===== src/rtl/pulse_meter_pkg.sv =====
// Shared types and defaults for the pulse_meter slice.
package pulse_meter_pkg;

    typedef enum logic [1:0] {
        IDLE = 2'd0,
        HIGH = 2'd1,
        LOW  = 2'd2
    } state_t;

    localparam int unsigned CNT_W_DEFAULT = 16;

endpackage


===== src/rtl/edge_detect.sv =====
// Rise/fall detector on an already-synchronous input.
// The history register resets to 1 so a level that is high at reset release is not seen as a rise.
module edge_detect (
    input  logic clk,
    input  logic reset,
    input  logic sig_in,
    output logic rise,
    output logic fall
);

    logic sig_q;

    always_ff @(posedge clk) begin
        if (reset) begin
            sig_q <= 1'b1;
        end else begin
            sig_q <= sig_in;
        end
    end

    assign rise = sig_in & ~sig_q;
    assign fall = ~sig_in & sig_q;

endmodule


===== src/rtl/pulse_meter.sv =====
// Measures high time and period of sig_in between rising edges.
// Each result is offered through a valid/ready holding register.
module pulse_meter
    import pulse_meter_pkg::*;
#(
    parameter int unsigned CNT_W = CNT_W_DEFAULT
) (
    input  logic             clk,
    input  logic             reset,
    input  logic             sig_in,
    output logic             meas_valid,
    input  logic             meas_ready,
    output logic [CNT_W-1:0] high_cnt,
    output logic [CNT_W-1:0] period_cnt,
    output logic             overflow,
    output logic             overrun
);

    localparam logic [CNT_W-1:0] CNT_ONE = CNT_W'(1);

    logic             rise;
    logic             fall;
    state_t           state;
    state_t           state_next;
    logic [CNT_W-1:0] p_cnt;
    logic [CNT_W-1:0] h_cnt;
    logic [CNT_W-1:0] p_next;
    logic [CNT_W-1:0] h_next;
    logic             publish;
    logic             pub_ovf;
    logic             sat;

    edge_detect u_edge (
        .clk    (clk),
        .reset  (reset),
        .sig_in (sig_in),
        .rise   (rise),
        .fall   (fall)
    );

    assign sat = (p_cnt == '1);

    always_ff @(posedge clk) begin
        if (reset) begin
            state <= IDLE;
            p_cnt <= '0;
            h_cnt <= '0;
        end else begin
            state <= state_next;
            p_cnt <= p_next;
            h_cnt <= h_next;
        end
    end

    always_comb begin
        state_next = state;
        p_next     = p_cnt;
        h_next     = h_cnt;
        publish    = 1'b0;
        pub_ovf    = 1'b0;
        case (state)
            IDLE: begin
                if (rise) begin
                    p_next     = CNT_ONE;
                    h_next     = CNT_ONE;
                    state_next = HIGH;
                end
            end
            // A rise cannot occur here: sig_in has been 1 since entry.
            HIGH: begin
                if (sat) begin
                    publish    = 1'b1;
                    pub_ovf    = 1'b1;
                    state_next = IDLE;
                end else if (fall) begin
                    p_next     = p_cnt + CNT_ONE;
                    state_next = LOW;
                end else if (sig_in) begin
                    p_next = p_cnt + CNT_ONE;
                    h_next = h_cnt + CNT_ONE;
                end
            end
            LOW: begin
                if (rise) begin
                    publish    = 1'b1;
                    p_next     = CNT_ONE;
                    h_next     = CNT_ONE;
                    state_next = HIGH;
                end else if (sat) begin
                    publish    = 1'b1;
                    pub_ovf    = 1'b1;
                    state_next = IDLE;
                end else begin
                    p_next = p_cnt + CNT_ONE;
                end
            end
            default: state_next = IDLE;
        endcase
    end

    always_ff @(posedge clk) begin
        if (reset) begin
            meas_valid <= 1'b0;
            high_cnt   <= '0;
            period_cnt <= '0;
            overflow   <= 1'b0;
            overrun    <= 1'b0;
        end else if (publish) begin
            if (!meas_valid || meas_ready) begin
                meas_valid <= 1'b1;
                high_cnt   <= h_cnt;
                period_cnt <= p_cnt;
                overflow   <= pub_ovf;
            end else begin
                overrun <= 1'b1;
            end
        end else if (meas_valid && meas_ready) begin
            meas_valid <= 1'b0;
        end
    end

endmodule


===== config.mk =====
export PLATFORM = sky130hd
export DESIGN_NAME = pulse_meter
export DESIGN_NICKNAME = d
export VERILOG_FILES = /design/src/rtl/pulse_meter_pkg.sv /design/src/rtl/edge_detect.sv /design/src/rtl/pulse_meter.sv
export SDC_FILE = /design/constraint.sdc
export NUM_CORES = 1
export LEC_CHECK = 0
export ABC_AREA = 1
export BUFFER_PORTS_ARGS = -buffer_cell sky130_fd_sc_hd__buf_2
export CORE_MARGIN = 3
export CORE_UTILIZATION = 40
export DETAILED_ROUTE_END_ITERATION = 7
export HOLD_SLACK_MARGIN = 0.06
export PLACE_DENSITY_LB_ADDON = 0.08
export SYNTH_ARGS = -nofsm -noshare
export SYNTH_HDL_FRONTEND = slang
export SYNTH_SLANG_ARGS = --single-unit
export TNS_END_PERCENT = 100

===== constraint.sdc =====
create_clock -name clk -period 1.6 [get_ports clk]
set_input_delay 0.16 -clock clk [delete_from_list [all_inputs] [get_ports clk]]
set_output_delay 0.16 -clock clk [all_outputs]
set_load 0.03 [all_outputs]

==> results list <==
- After detailed routing, the average wire length per cell comes to 13.69 µm.
* Wire length of the first global-routing pass: 15,010 µm
* P&R area growth vs syn: 43.15%
- Maximum number of pins on one net before global-route repair: 38
* Initial Util: 42.13%
- The floorplan step set the die width to 97.15 µm.
* Register area share after synthesis: 42.17%
- Post-synthesis instance area: 3323 µm²
- Measured against its own limit, the worst slew margin works out to 68.77%.
- Result of the run: finished with violations
- Core region area: 7888 µm²
- Worst Path Max Fanout: 5
- In this run the worst hold path is classified as in -> reg.
- Number of non-filler instances in the completed layout: 668
- Max Slew Vio Count: 0
- In the routed layout, each cell is associated on average with a via count of 4.958.
* Maximum achievable frequency: 596.8 MHz
* Number of antenna violations at the first check in global routing: 0
- Longest individual stage delay on the worst path: 0.33 ns
* Hold Violations, Final: 0
- Utilization of the core after routing: 60.31%
* Clock Pin Slew Worst Setup and Hold Paths: 0.08 ns
* Average instance area after synthesis: 7.304 µm²
- For the worst-skew pair, the clock arrives at the later sink with an insertion delay of 0.36 ns.
- Slew at the pin closest to its max-slew limit: 0.4636 ns
* Setup TNS: -1.046 ns
- Total routing resource utilization after global routing: 19.30%
- Post-synth top flop: sky130_fd_sc_hd__dfxtp_1
* Count of flip-flops with a built-in enable after synthesis: 0
- Most common cell after layout, fill and taps aside: sky130_fd_sc_hd__nand2_1
* Num Clock Sinks: 70
- The analysis attributes to cell leakage a power of 2.025 nW.
- GR Overflow Total: 0
* FP Rows: 32
- Once detailed placement completed, the half-perimeter wirelength came to 6110 µm.
* Buffer cell driving the clock tree root: sky130_fd_sc_hd__clkbuf_8
- Finish-stage setup viols: 36
- Inserted Clock Buffers: 9
- Endpoint arrival time on the critical path: 1.97 ns
- Asr flop ratio synth: 0%
- Most frequent cells in the layout: 71 x sky130_fd_sc_hd__nand2_1, 60 x sky130_fd_sc_hd__dfxtp_1, 52 x sky130_fd_sc_hd__nor2_1
* Category of cells accounting for the largest share of critical-path delay: simple AND/OR/NAND/NOR gates
- Number of violations reported at the end of detailed-routing iteration 0: 89
- The worst path in the final design needs a cycle of 1.676 ns, including I/O delays and setup.
* DRC violation count after routing: 0
- Crit path top cell by count: sky130_fd_sc_hd__nand2_2
* Port Buf Inserts: 38
* Data required time at the worst endpoint: 1.89 ns
- CP Class: reg -> reg
* Total of warnings raised by yosys: 0
* Setup repair after global routing missed its margin: true
* Post-synthesis net count: 465
- Crit-path cells: nand2_1 > inv_1 > nand2_2 > nor2_4 > nand2_2 > nand2_2 > nand2_4 > nor2_8 > buf_8 > buf_16 > o21ai_2 > a21oi_2
- The synthesized design contains 70 register bits.
* Number of maximum-capacitance violations: 0
- The number of global-route vias before repair is 3,221.
- The H-tree was split into 3 levels.
* Slowest library cell on the worst path: sky130_fd_sc_hd__dfxtp_1
- The routed layout has 3,312 vias.
* Layout cell share with drive strength beyond 1: 41.17%
- Final nets: 572
* Count of distinct cell types in the synthesized netlist: 37
- From bottom edge to top edge, the die measures 97.15 µm.
* Routability Congestion: 0.8910
- Setup slack on the critical path of the routed design comes to -0.07555 ns.
- Reg-to-reg setup timing slack: -0.08 ns
* Number of top-level design ports: 39
- STA classifies the critical path startpoint as a register.
* Period Utilization, post-route: 104.7%
- WP buf/inv: 3
* Mapped Cells: 455
* Number of antenna-violating nets in the routed design: 0
- Bufs on Longest Clock Path: 2
- TritonCTS built the clock tree.
- The number of antenna diodes in the final layout is 0.
- PwrDens: 1204 nW/µm²
- Die ar.: 9438 µm²
- Critical path capture point type: register
- Initial DRT Pass Iterations: 4
- Final wirelength: 9148 µm
- The number of placed instances, taps included, is 634.
- On the final layout, the worst clock skew is 0.01367 ns.
- Maximum VDD drop: 624.5 µV
- The final reports fail on negative setup slack.
## cells in the mapped netlist (3+ instances only)
cell type	n	share of area (%)
sky130_fd_sc_hd__o21ai_1	16	2.4
sky130_fd_sc_hd__buf_6	5	1.7
sky130_fd_sc_hd__nand2_1	86	9.7
sky130_fd_sc_hd__nand4_1	11	2.1
sky130_fd_sc_hd__nand3_1	20	3.0
sky130_fd_sc_hd__nor2_1	69	7.8
sky130_fd_sc_hd__a21oi_2	17	4.5
sky130_fd_sc_hd__o21ai_0	28	4.2
sky130_fd_sc_hd__nand2_2	6	1.1
sky130_fd_sc_hd__o21bai_1	3	0.68
sky130_fd_sc_hd__nor3_1	15	2.3
sky130_fd_sc_hd__inv_1	44	5.0
sky130_fd_sc_hd__clkbuf_1	5	0.56
sky130_fd_sc_hd__dfxtp_1	70	42
sky130_fd_sc_hd__a21oi_1	23	3.5
sky130_fd_sc_hd__ha_1	6	2.3
sky130_fd_sc_hd__inv_2	6	0.68
## final timing paths
check	depth (start not counted)	from	endpoint
worst max-delay path	12	p_cnt[7]	period_cnt[13]
worst min-delay path	2	reset	h_cnt[12]
worst max register to register	12	p_cnt[7]	period_cnt[13]
worst min register to register	2	h_cnt[14]	h_cnt[14]
## logic make-up after synthesis
logic type	synth area share, %
compound gates	16.45
xor+xnor	0.5272
fa+ha+maj	2.259
buf+inv	8.772
flops	42.17
simple gates	29.82
## metal layers
layer | part of all wire, % | GRT usage (%) | up-vias
met5 | 0 | 0 | -
met4 | 1.9 | 7.991 | 0
met3 | 3.4 | 4.164 | 15
met2 | 48 | 32.27 | 53
met1 | 47 | 24.02 | 1543
li1 | - | - | 1701
## registers in the layout, summed over array words and instances, names as in the netlist
register	flops
p_cnt	16
state	2
h_cnt	16
period_cnt	16
overrun	1
overflow	1
u_edge.sig_q	1
meas_valid	1
high_cnt	16
## report_power, final
group	internal, mW	total [mW]	switching, mW
Sequential	1.81	1.88	0.0647
Combinational	1.11	2.37	1.27
Clock	0.753	1.47	0.720
## per-stage QoR
stage	setup slack, ns	hold slack (ns)	power [mW]	cell area, µm²
CTS	-0.04781	0.1357	5.384	4488
finish	-0.07555	0.1444	5.726	4757
global placement	-0.1582	0.4020	3.601	3985
detailed placement	-0.2020	0.4074	3.593	3985
global route	-0.1862	0.1516	6.076	4757
floorplan	0.0002486	0.2666	2.871	3359
## final cells by class
class	instances	area, µm²
sequential	70	1416
timing repair buffer	110	888.4
clock inverter	5	60.06
fill	726	3131
clock buffer	10	137.6
inverter	51	211.5
multi-input combinational	320	1916
tap	102	127.6
## what timing repair did
item | CTS | global route
gates resized for setup | 49 | 75
hold endpoints to repair | 1 | 0
hold buffers | 1 | 0
buffers inserted | 10 | 5
gates cloned | 3 | 2
pin swaps | 9 | 24
setup endpoints to repair | 64 | 67
## worst reg2reg max path, stage by stage, from the launching register on
cell                      delay (ns)
sky130_fd_sc_hd__dfxtp_1        0.33
sky130_fd_sc_hd__nand2_1        0.09
sky130_fd_sc_hd__inv_1          0.09
sky130_fd_sc_hd__nand2_2        0.07
sky130_fd_sc_hd__nor2_4         0.16
sky130_fd_sc_hd__nand2_2        0.09
sky130_fd_sc_hd__nand2_2        0.08
sky130_fd_sc_hd__nand2_4        0.07
sky130_fd_sc_hd__nor2_8         0.19
sky130_fd_sc_hd__buf_8          0.17
sky130_fd_sc_hd__buf_16         0.12
sky130_fd_sc_hd__o21ai_2        0.05
sky130_fd_sc_hd__a21oi_2        0.10
Note: power is estimated with default switching activity, not from simulation.
